`config.mk`:
```
export PLATFORM = sky130hd
export DESIGN_NAME = move_arbiter
export DESIGN_NICKNAME = d
export VERILOG_FILES = /design/src/rtl/frogger_pkg.sv /design/src/rtl/rr_arbiter4.sv /design/src/rtl/move_arbiter.sv
export SDC_FILE = /design/constraint.sdc
export NUM_CORES = 1
export LEC_CHECK = 0
export BUFFER_PORTS_ARGS = -buffer_cell sky130_fd_sc_hd__buf_2
export CAP_MARGIN = 20
export CORE_MARGIN = 2
export CORE_UTILIZATION = 30
export DETAILED_ROUTE_END_ITERATION = 10
export PLACE_DENSITY = 0.54
export RECOVER_POWER = 25
export SYNTH_ARGS = -nofsm -noshare
export SYNTH_HDL_FRONTEND = slang
export SYNTH_SLANG_ARGS = --single-unit
```
`constraint.sdc`:
```
create_clock -name clk -period 3.2 [get_ports clk]
set_input_delay 0.64 -clock clk [delete_from_list [all_inputs] [get_ports clk]]
set_output_delay 0.64 -clock clk [all_outputs]
set_load 0.05 [all_outputs]
```
`src/rtl/frogger_pkg.sv`:
```
// rtl/frogger_pkg.sv - shared direction/state types for the frog move path.
package frogger_pkg;

  typedef enum logic [1:0] {
    UP    = 2'd0,
    DOWN  = 2'd1,
    LEFT  = 2'd2,
    RIGHT = 2'd3
  } dir_t;

  typedef enum logic [1:0] {
    IDLE  = 2'd0,
    ISSUE = 2'd1,
    COOL  = 2'd2
  } state_t;

  localparam int NUM_DIRS = 4;

  // Round-robin successor; relies on the natural 2-bit wrap.
  function automatic dir_t dir_after(dir_t d);
    logic [1:0] nxt;
    nxt = 2'(d) + 2'd1;
    return dir_t'(nxt);
  endfunction

endpackage

```
`src/rtl/rr_arbiter4.sv`:
```
// rtl/rr_arbiter4.sv - combinational 4-way round-robin pick of same-cycle presses.
module rr_arbiter4
  import frogger_pkg::*;
(
  input  logic [NUM_DIRS-1:0] req,
  input  dir_t                last_dir,
  output logic                grant_valid,
  output dir_t                grant_dir,
  output logic                lose_any
);

  dir_t cand;
  logic found;

  always_comb begin
    grant_dir = UP;
    found     = 1'b0;
    cand      = last_dir;
    // Walk the ring starting one past the last winner.
    for (int k = 0; k < NUM_DIRS; k++) begin
      cand = dir_after(cand);
      if (!found && req[cand]) begin
        found     = 1'b1;
        grant_dir = cand;
      end
    end
  end

  assign grant_valid = |req;
  assign lose_any    = (req & (req - 4'd1)) != 4'd0;

endmodule

```
`src/rtl/move_arbiter.sv`:
```
// rtl/move_arbiter.sv - rate-limited single move command from four press pulses.
module move_arbiter
  import frogger_pkg::*;
#(
  parameter int COOLDOWN = 8
) (
  input  logic clk,
  input  logic reset,
  input  logic enable,
  input  logic press_up,
  input  logic press_down,
  input  logic press_left,
  input  logic press_right,
  input  logic move_ready,
  output logic move_valid,
  output dir_t move_dir,
  output logic dropped
);

  localparam int CNT_W = (COOLDOWN > 1) ? $clog2(COOLDOWN) : 1;
  localparam logic [CNT_W-1:0] CNT_LOAD = CNT_W'(COOLDOWN - 1);

  state_t           state_q, state_d;
  dir_t             dir_q, dir_d;
  logic             pend_valid_q, pend_valid_d;
  dir_t             pend_dir_q, pend_dir_d;
  logic [CNT_W-1:0] cnt_q, cnt_d;
  dir_t             last_dir_q, last_dir_d;
  logic             dropped_q, dropped_d;

  logic [NUM_DIRS-1:0] req;
  logic                grant_valid;
  dir_t                grant_dir;
  logic                lose_any;
  logic                launch;
  logic                to_pending;

  assign req = {press_right, press_left, press_down, press_up};

  rr_arbiter4 u_rr (
    .req         (req),
    .last_dir    (last_dir_q),
    .grant_valid (grant_valid),
    .grant_dir   (grant_dir),
    .lose_any    (lose_any)
  );

  always_comb begin
    state_d      = state_q;
    dir_d        = dir_q;
    pend_valid_d = pend_valid_q;
    pend_dir_d   = pend_dir_q;
    cnt_d        = cnt_q;
    last_dir_d   = last_dir_q;
    dropped_d    = 1'b0;
    launch       = 1'b0;
    to_pending   = 1'b0;

    if (!enable) begin
      state_d      = IDLE;
      pend_valid_d = 1'b0;
    end else begin
      dropped_d = lose_any;
      case (state_q)
        IDLE:  launch = 1'b1;
        ISSUE: begin
          to_pending = 1'b1;
          if (move_ready) begin
            state_d = COOL;
            cnt_d   = CNT_LOAD;
          end
        end
        COOL: begin
          if (cnt_q != '0) begin
            cnt_d      = cnt_q - CNT_W'(1);
            to_pending = 1'b1;
          end else begin
            launch = 1'b1;
          end
        end
        default: state_d = IDLE;
      endcase

      // Launch point: the buffered move goes out first, a new winner refills pending.
      if (launch) begin
        if (pend_valid_q) begin
          dir_d        = pend_dir_q;
          state_d      = ISSUE;
          pend_valid_d = 1'b0;
          to_pending   = 1'b1;
        end else if (grant_valid) begin
          dir_d      = grant_dir;
          last_dir_d = grant_dir;
          state_d    = ISSUE;
        end else begin
          state_d = IDLE;
        end
      end

      if (to_pending && grant_valid) begin
        if (!pend_valid_d) begin
          pend_valid_d = 1'b1;
          pend_dir_d   = grant_dir;
          last_dir_d   = grant_dir;
        end else begin
          dropped_d = 1'b1;
        end
      end
    end
  end

  always_ff @(posedge clk) begin
    if (reset) begin
      state_q      <= IDLE;
      dir_q        <= UP;
      pend_valid_q <= 1'b0;
      pend_dir_q   <= UP;
      cnt_q        <= '0;
      last_dir_q   <= RIGHT;
      dropped_q    <= 1'b0;
    end else begin
      state_q      <= state_d;
      dir_q        <= dir_d;
      pend_valid_q <= pend_valid_d;
      pend_dir_q   <= pend_dir_d;
      cnt_q        <= cnt_d;
      last_dir_q   <= last_dir_d;
      dropped_q    <= dropped_d;
    end
  end

  assign move_valid = (state_q == ISSUE);
  assign move_dir   = dir_q;
  assign dropped    = dropped_q;

endmodule

```
==> impl_metrics.tcl, run 1 <==
set metrics [dict create \
    row_count 19 \
    fin_area_um2 913 \
    clock-sinks 13 \
    ys_seq_area_share_pct 31.0 \
    place_ws_ns 1.19 \
    coreArea_um2 2710 \
    drive_above_1_share_pct 17.1 \
    wirelength_um 1720 \
    grt_pass1_wl_um 2980 \
    dp_cells 138 \
    antenna_cells 0 \
    detail_route.wl_per_cell_um 12.1 \
    route.detailed.drc 0 \
    synth-main-ff-cell "dfxtp_1" \
    status "finished clean" \
    start_util_pct 31.0 \
    ios 12 \
    fin_worst_skew_ns 0.00559 \
    dp_hpwl_um 1330 \
    layout_setup_ws_ns 1.22 \
    finalHoldViolCount 0 \
    antenna_found_initial 0 \
    cp-end-kind "register" \
    yosys_warnings 0 \
    dieHeight_um 56.9 \
    fmax_mhz 504 \
    nets 125 \
    synth_edf_count 0 \
    clockRootBuffer "clkbuf_4" \
    finalSetupViolations 0 \
    firstDrtPassIters 4 \
    nFillCells 296 \
    max-cap-violations 0 \
    die_w_um 56.9 \
    antenna_left 0 \
    multiInputGateArea_um2 507 \
    ir_worst_vdd_mv 0.197 \
    synth_cell_types 35 \
    p_per_area_nw_per_um2 406 \
    cts_buffer_depth 2 \
    seqCellArea_um2 260 \
    dieArea_um2 3240 \
    crit_required_ns 3.37 \
    grt_use_total_pct 11.4 \
    placed_area_um2 908 \
    final_cell_mix "13 x dfxtp_1, 11 x nor2_1, 9 x a21oi_1" \
    path_max_fanout 9 \
    grt_overflow 0 \
    synth.avg_cell_area_um2 8.40 \
    tns_ns 0 \
    synth_largest_area_cell "dfxtp_1" \
    cts_setup_buffers 0 \
    whs_ns 0.458 \
    met2_length_um 779 \
    fin_crit_sh_pct 62.0 \
    crit_type "reg2reg" \
    cts_hold_buffers 0 \
    syn_nets 113 \
    critPathLaunchType "register" \
    syn_to_final_growth_pct 8.79 \
    synthesis.area_um2 840 \
    arrival_ns 2.15 \
    power.total_mw 0.371 \
    drt-met1-wl_um 860 \
    post-synth-top-area-fraction_pct 31.0 \
    gp_congestion 0.760 \
    final_common_cell "dfxtp_1" \
    cts_resized 0 \
    grt_max_degree 13 \
    hold_path.class "reg2reg" \
    routed-via-count 733 \
    port_buffers 11 \
    async_reset_ff_share_pct 0 \
    drt_iter0_drc 24 \
    vias_per_cell 5.16 \
    clk_latency_ns 0.28 \
    fin_cells 142 \
    wl_met3_um 63 \
    tightest_slew_ns 0.596 \
    maxSlewHeadroom_pct 60.5 \
    cts_buffers 3 \
    tritoncts "done" \
    fin_crit_ns 1.98 \
    highest-signal-layer "met4" \
    synth_area_leaders "dfxtp_1 31%, ha_1 7.5%, a21oi_1 5.4%" \
    synth_seq_cells 13 \
    path_clk_slew_ns 0.09 \
    drv_slew 0 \
    fin_util_pct 33.7 \
    grt_pass1_vias 683 \
    synthCells 100 \
    power_leakage_nw 0.351 \
    rsz0062_at_grt "false" \
    htreeDepth 1 \
]
[sequential cells by signal (all words and copies together) (netlist names)]
register,flops
cnt_q,3
dropped,1
state_q,2
last_dir_q,2
move_dir,2
pend_valid_q,1
pend_dir_q,2
[cell type report]
cell class	instances	area share (%)
well taps	31	4.25
multi-input cells	75	55.5
flip-flops and latches	13	28.5
repair buffers	11	5.62
clock buffers	4	2.88
inverters	8	3.29
[Yosys cell counts, types with 2 or more instances]
| library cell | instances |
|---|---|
| mux2i_1 | 3 |
| a21oi_1 | 9 |
| nor2_1 | 11 |
| nand2_1 | 6 |
| nand2b_1 | 5 |
| dfxtp_1 | 13 |
| inv_1 | 8 |
| a31oi_1 | 2 |
| o21ai_0 | 8 |
| a311oi_1 | 3 |
| clkbuf_2 | 2 |
| ha_1 | 5 |
| nor2b_1 | 2 |
| nor4_1 | 2 |
[where the power goes]
group / total, mW / internal, mW / switching [mW]
sequential: 0.180 / 0.172 / 0.00845
combinational: 0.0862 / 0.0312 / 0.0549
clock: 0.104 / 0.0483 / 0.0560
[layer usage]
layer | track usage, % | vias to the layer above
met2 | 18.6 | 12
met5 | 0 | -
met4 | 1.99 | 0
met3 | 3.69 | 2
met1 | 14.8 | 337
li1 | - | 382
[cell families (layout without fill, tap and decap cells)]
family,Yosys count,in the layout,share of synthesized area [%]
multiplexers,3,3,3.58
AND/OR/NAND/NOR,34,34,21.3
adder cells (fa/ha/maj),5,5,7.45
XOR/XNOR,1,1,1.04
flip-flops,13,13,31.0
buffers and inverters,12,23,6.56
AO/OA/AOI/OAI,32,32,29.1
[final timing paths]
kind | startpoint | slack [ns] | endpoint | depth (start not counted)
setup reg to reg | state_q[0]$_SDFFE_PP0P_ | 1.22 | last_dir_q[1]$_SDFFE_PP1P_ | 7
hold / removal | move_dir[0]$_SDFFE_PP0P_ | 0.46 | move_dir[0]$_SDFFE_PP0P_ | 2
hold reg to reg | move_dir[0]$_SDFFE_PP0P_ | 0.46 | move_dir[0]$_SDFFE_PP0P_ | 2
setup / recovery | state_q[0]$_SDFFE_PP0P_ | 1.22 | last_dir_q[1]$_SDFFE_PP1P_ | 7
[critical path, cell delays in order (launching register included)]
cell and delay (ns):
dfxtp_1 0.37, inv_1 0.07, ha_1 0.29, and3b_1 0.27, nor2_1 0.31, o21ai_0 0.19
a311oi_1 0.30, nor2_1 0.08
No activity file was read; power rests on OpenSTA's default activity.
==> inputs of run 2 (changes only) <==
PLACE_DENSITY = 0.56   (was 0.54)
clock period = 1.7 ns   (was 3.2 ns; I/O delays follow)
==> run 2 against run 1 <==
First-iteration DRC count down 67%. Largest power group unchanged. Global-route usage up 0.19 points. Largest cell class unchanged. Utilization up 4.6 points. Critical path type unchanged. Clock power up 88%. Fmax up 23%. Flip-flop and latch count unchanged. Total power up 97%. Hold slack worse by 0.11 ns. Setup slack worse by 1.1 ns. Highest routed layer is now met3.
==> impl_metrics.tcl, run 2 (synthesis gave the netlist of run 1 again) <==
set metrics [dict create \
    largest-register "cnt_q" \
    row_count 19 \
    cts_buffers 3 \
    die_w_um 56.9 \
    nFillCells 293 \
    seqCellArea_um2 262 \
    grt_max_degree 13 \
    grt_pass1_vias 709 \
    cts_buffer_depth 2 \
    dp_cells 147 \
    port_buffers 11 \
    path_buf_inv 1 \
    fin_worst_skew_ns 0.00619 \
    grt_pass1_wl_um 2970 \
    fin_crit_sh_pct 95.0 \
    drv_slew 0 \
    fmax_mhz 619 \
    min_path_cells 3 \
    arrival_ns 1.78 \
    finalSetupViolations 0 \
    clockRootBuffer "clkbuf_4" \
    syn_to_final_growth_pct 23.7 \
    ios 12 \
    start_util_pct 31.0 \
    final_cell_mix "12 x dfxtp_1, 10 x nor2_1, 10 x buf_4" \
    p_per_area_nw_per_um2 702 \
    path_clk_slew_ns 0.09 \
    grt_use_total_pct 11.5 \
    drt_iter0_drc 8 \
    hold_path.class "in2reg" \
    layout_setup_ws_ns 0.0858 \
    crit_required_ns 1.86 \
    antenna_cells 0 \
    route.detailed.drc 0 \
    clk_latency_ns 0.28 \
    drive_above_1_share_pct 30.6 \
    nets 135 \
    finalHoldViolCount 0 \
    status "finished clean" \
    multiInputGateArea_um2 556 \
    power.total_mw 0.730 \
    critPathSlowestCell "dfxtp_1" \
    wirelength_um 1760 \
    max_stage_delay_ns 0.36 \
    crit_type "reg2reg" \
    cp.depth 7 \
    cp-startpoint "state_q[1]$_SDFFE_PP0P_" \
    tns_ns 0 \
    power_leakage_nw 0.407 \
    clock-sinks 13 \
    fin_cells 152 \
    dieHeight_um 56.9 \
    tightest_slew_ns 0.588 \
    cpLargestDelayFamily "compound AO/OA/AOI/OAI gates" \
    cp-end-kind "register" \
    worst_r2r_startpoint "state_q[1]$_SDFFE_PP0P_" \
    rsz0062_at_grt "false" \
    path_max_fanout 3 \
    gp_congestion 0.741 \
    largest_reg_flops 3 \
    antenna_left 0 \
    vias_per_cell 5.13 \
    firstDrtPassIters 4 \
    htreeDepth 1 \
    antenna_found_initial 0 \
    dp_hpwl_um 1390 \
    grt_overflow 0 \
    routed-via-count 780 \
    tritoncts "done" \
    ir_worst_vdd_mv 0.487 \
    detail_route.wl_per_cell_um 11.5 \
    rr_endpoint "last_dir_q[1]$_SDFFE_PP1P_" \
    dieArea_um2 3240 \
    path_cells "inv_1 > ha_1 > and2_1 > a31oi_2 > o21ai_1 > a311oi_1 > nor2_1" \
    regToRegSetupSlack_ns 0.09 \
    coreArea_um2 2710 \
    critPathLaunchType "register" \
    r2r.worst_path.cells 7 \
    crit_end "last_dir_q[1]$_SDFFE_PP1P_" \
    max-cap-violations 0 \
    final_common_cell "dfxtp_1" \
    maxSlewHeadroom_pct 61.0 \
    place_ws_ns 0.00834 \
    fin_crit_ns 1.61 \
]
run 2: routing by layer:
metal,share of wire (%),GRT usage [%],up-vias
met5,0,0,-
met4,0,4.98,0
met3,3.3,2.07,0
met2,46,19.2,12
met1,51,14.5,366
li1,-,-,402
run 2: stage by stage:
stage	area, µm²	util, %	hold slack, ns
4_1_cts	1020	37.6	0.331
3_5_place_dp	992	36.6	0.456
3_3_place_gp	992	36.6	0.446
2_1_floorplan	856	-	0.451
6_report	1040	38.3	0.346
5_1_grt	1040	38.3	0.348
run 2: power breakdown:
part	internal, mW	total (mW)	switching, mW
Combinational	0.0798	0.195	0.116
Sequential	0.324	0.338	0.0137
Clock	0.0909	0.196	0.105
run 2: what timing repair did:
| action | in CTS | in global routing |
|---|---|---|
| buffers inserted | 0 | 1 |
| setup endpoints to repair | 0 | 6 |
| hold buffers | 0 | 0 |
| resized for setup | 0 | 7 |
run 2: worst min-delay path by stage:
stage	to	slack (ns)	from
after floorplan	pend_dir_q[0]$_SDFFE_PP0P_	0.45	pend_dir_q[0]$_SDFFE_PP0P_
after global placement	move_dir[0]$_SDFFE_PP0P_	0.45	move_dir[0]$_SDFFE_PP0P_
after detailed placement	move_dir[0]$_SDFFE_PP0P_	0.46	move_dir[0]$_SDFFE_PP0P_
after CTS	cnt_q[2]$_SDFFE_PP0P_	0.33	move_ready
after global routing	cnt_q[2]$_SDFFE_PP0P_	0.35	move_ready
final	cnt_q[2]$_SDFFE_PP0P_	0.35	move_ready
run 2: worst min-delay path, stage by stage:
cell      delay, ns
buf_2          0.11
nand4b_1       0.07
a21oi_1        0.06
run 2: final cells by class:
cell class	count	area share, %
inverter	8	2.89
tap	31	3.73
multi-input combinational	75	53.5
sequential	13	25.2
clock buffer	4	2.53
timing repair buffer	21	12.2
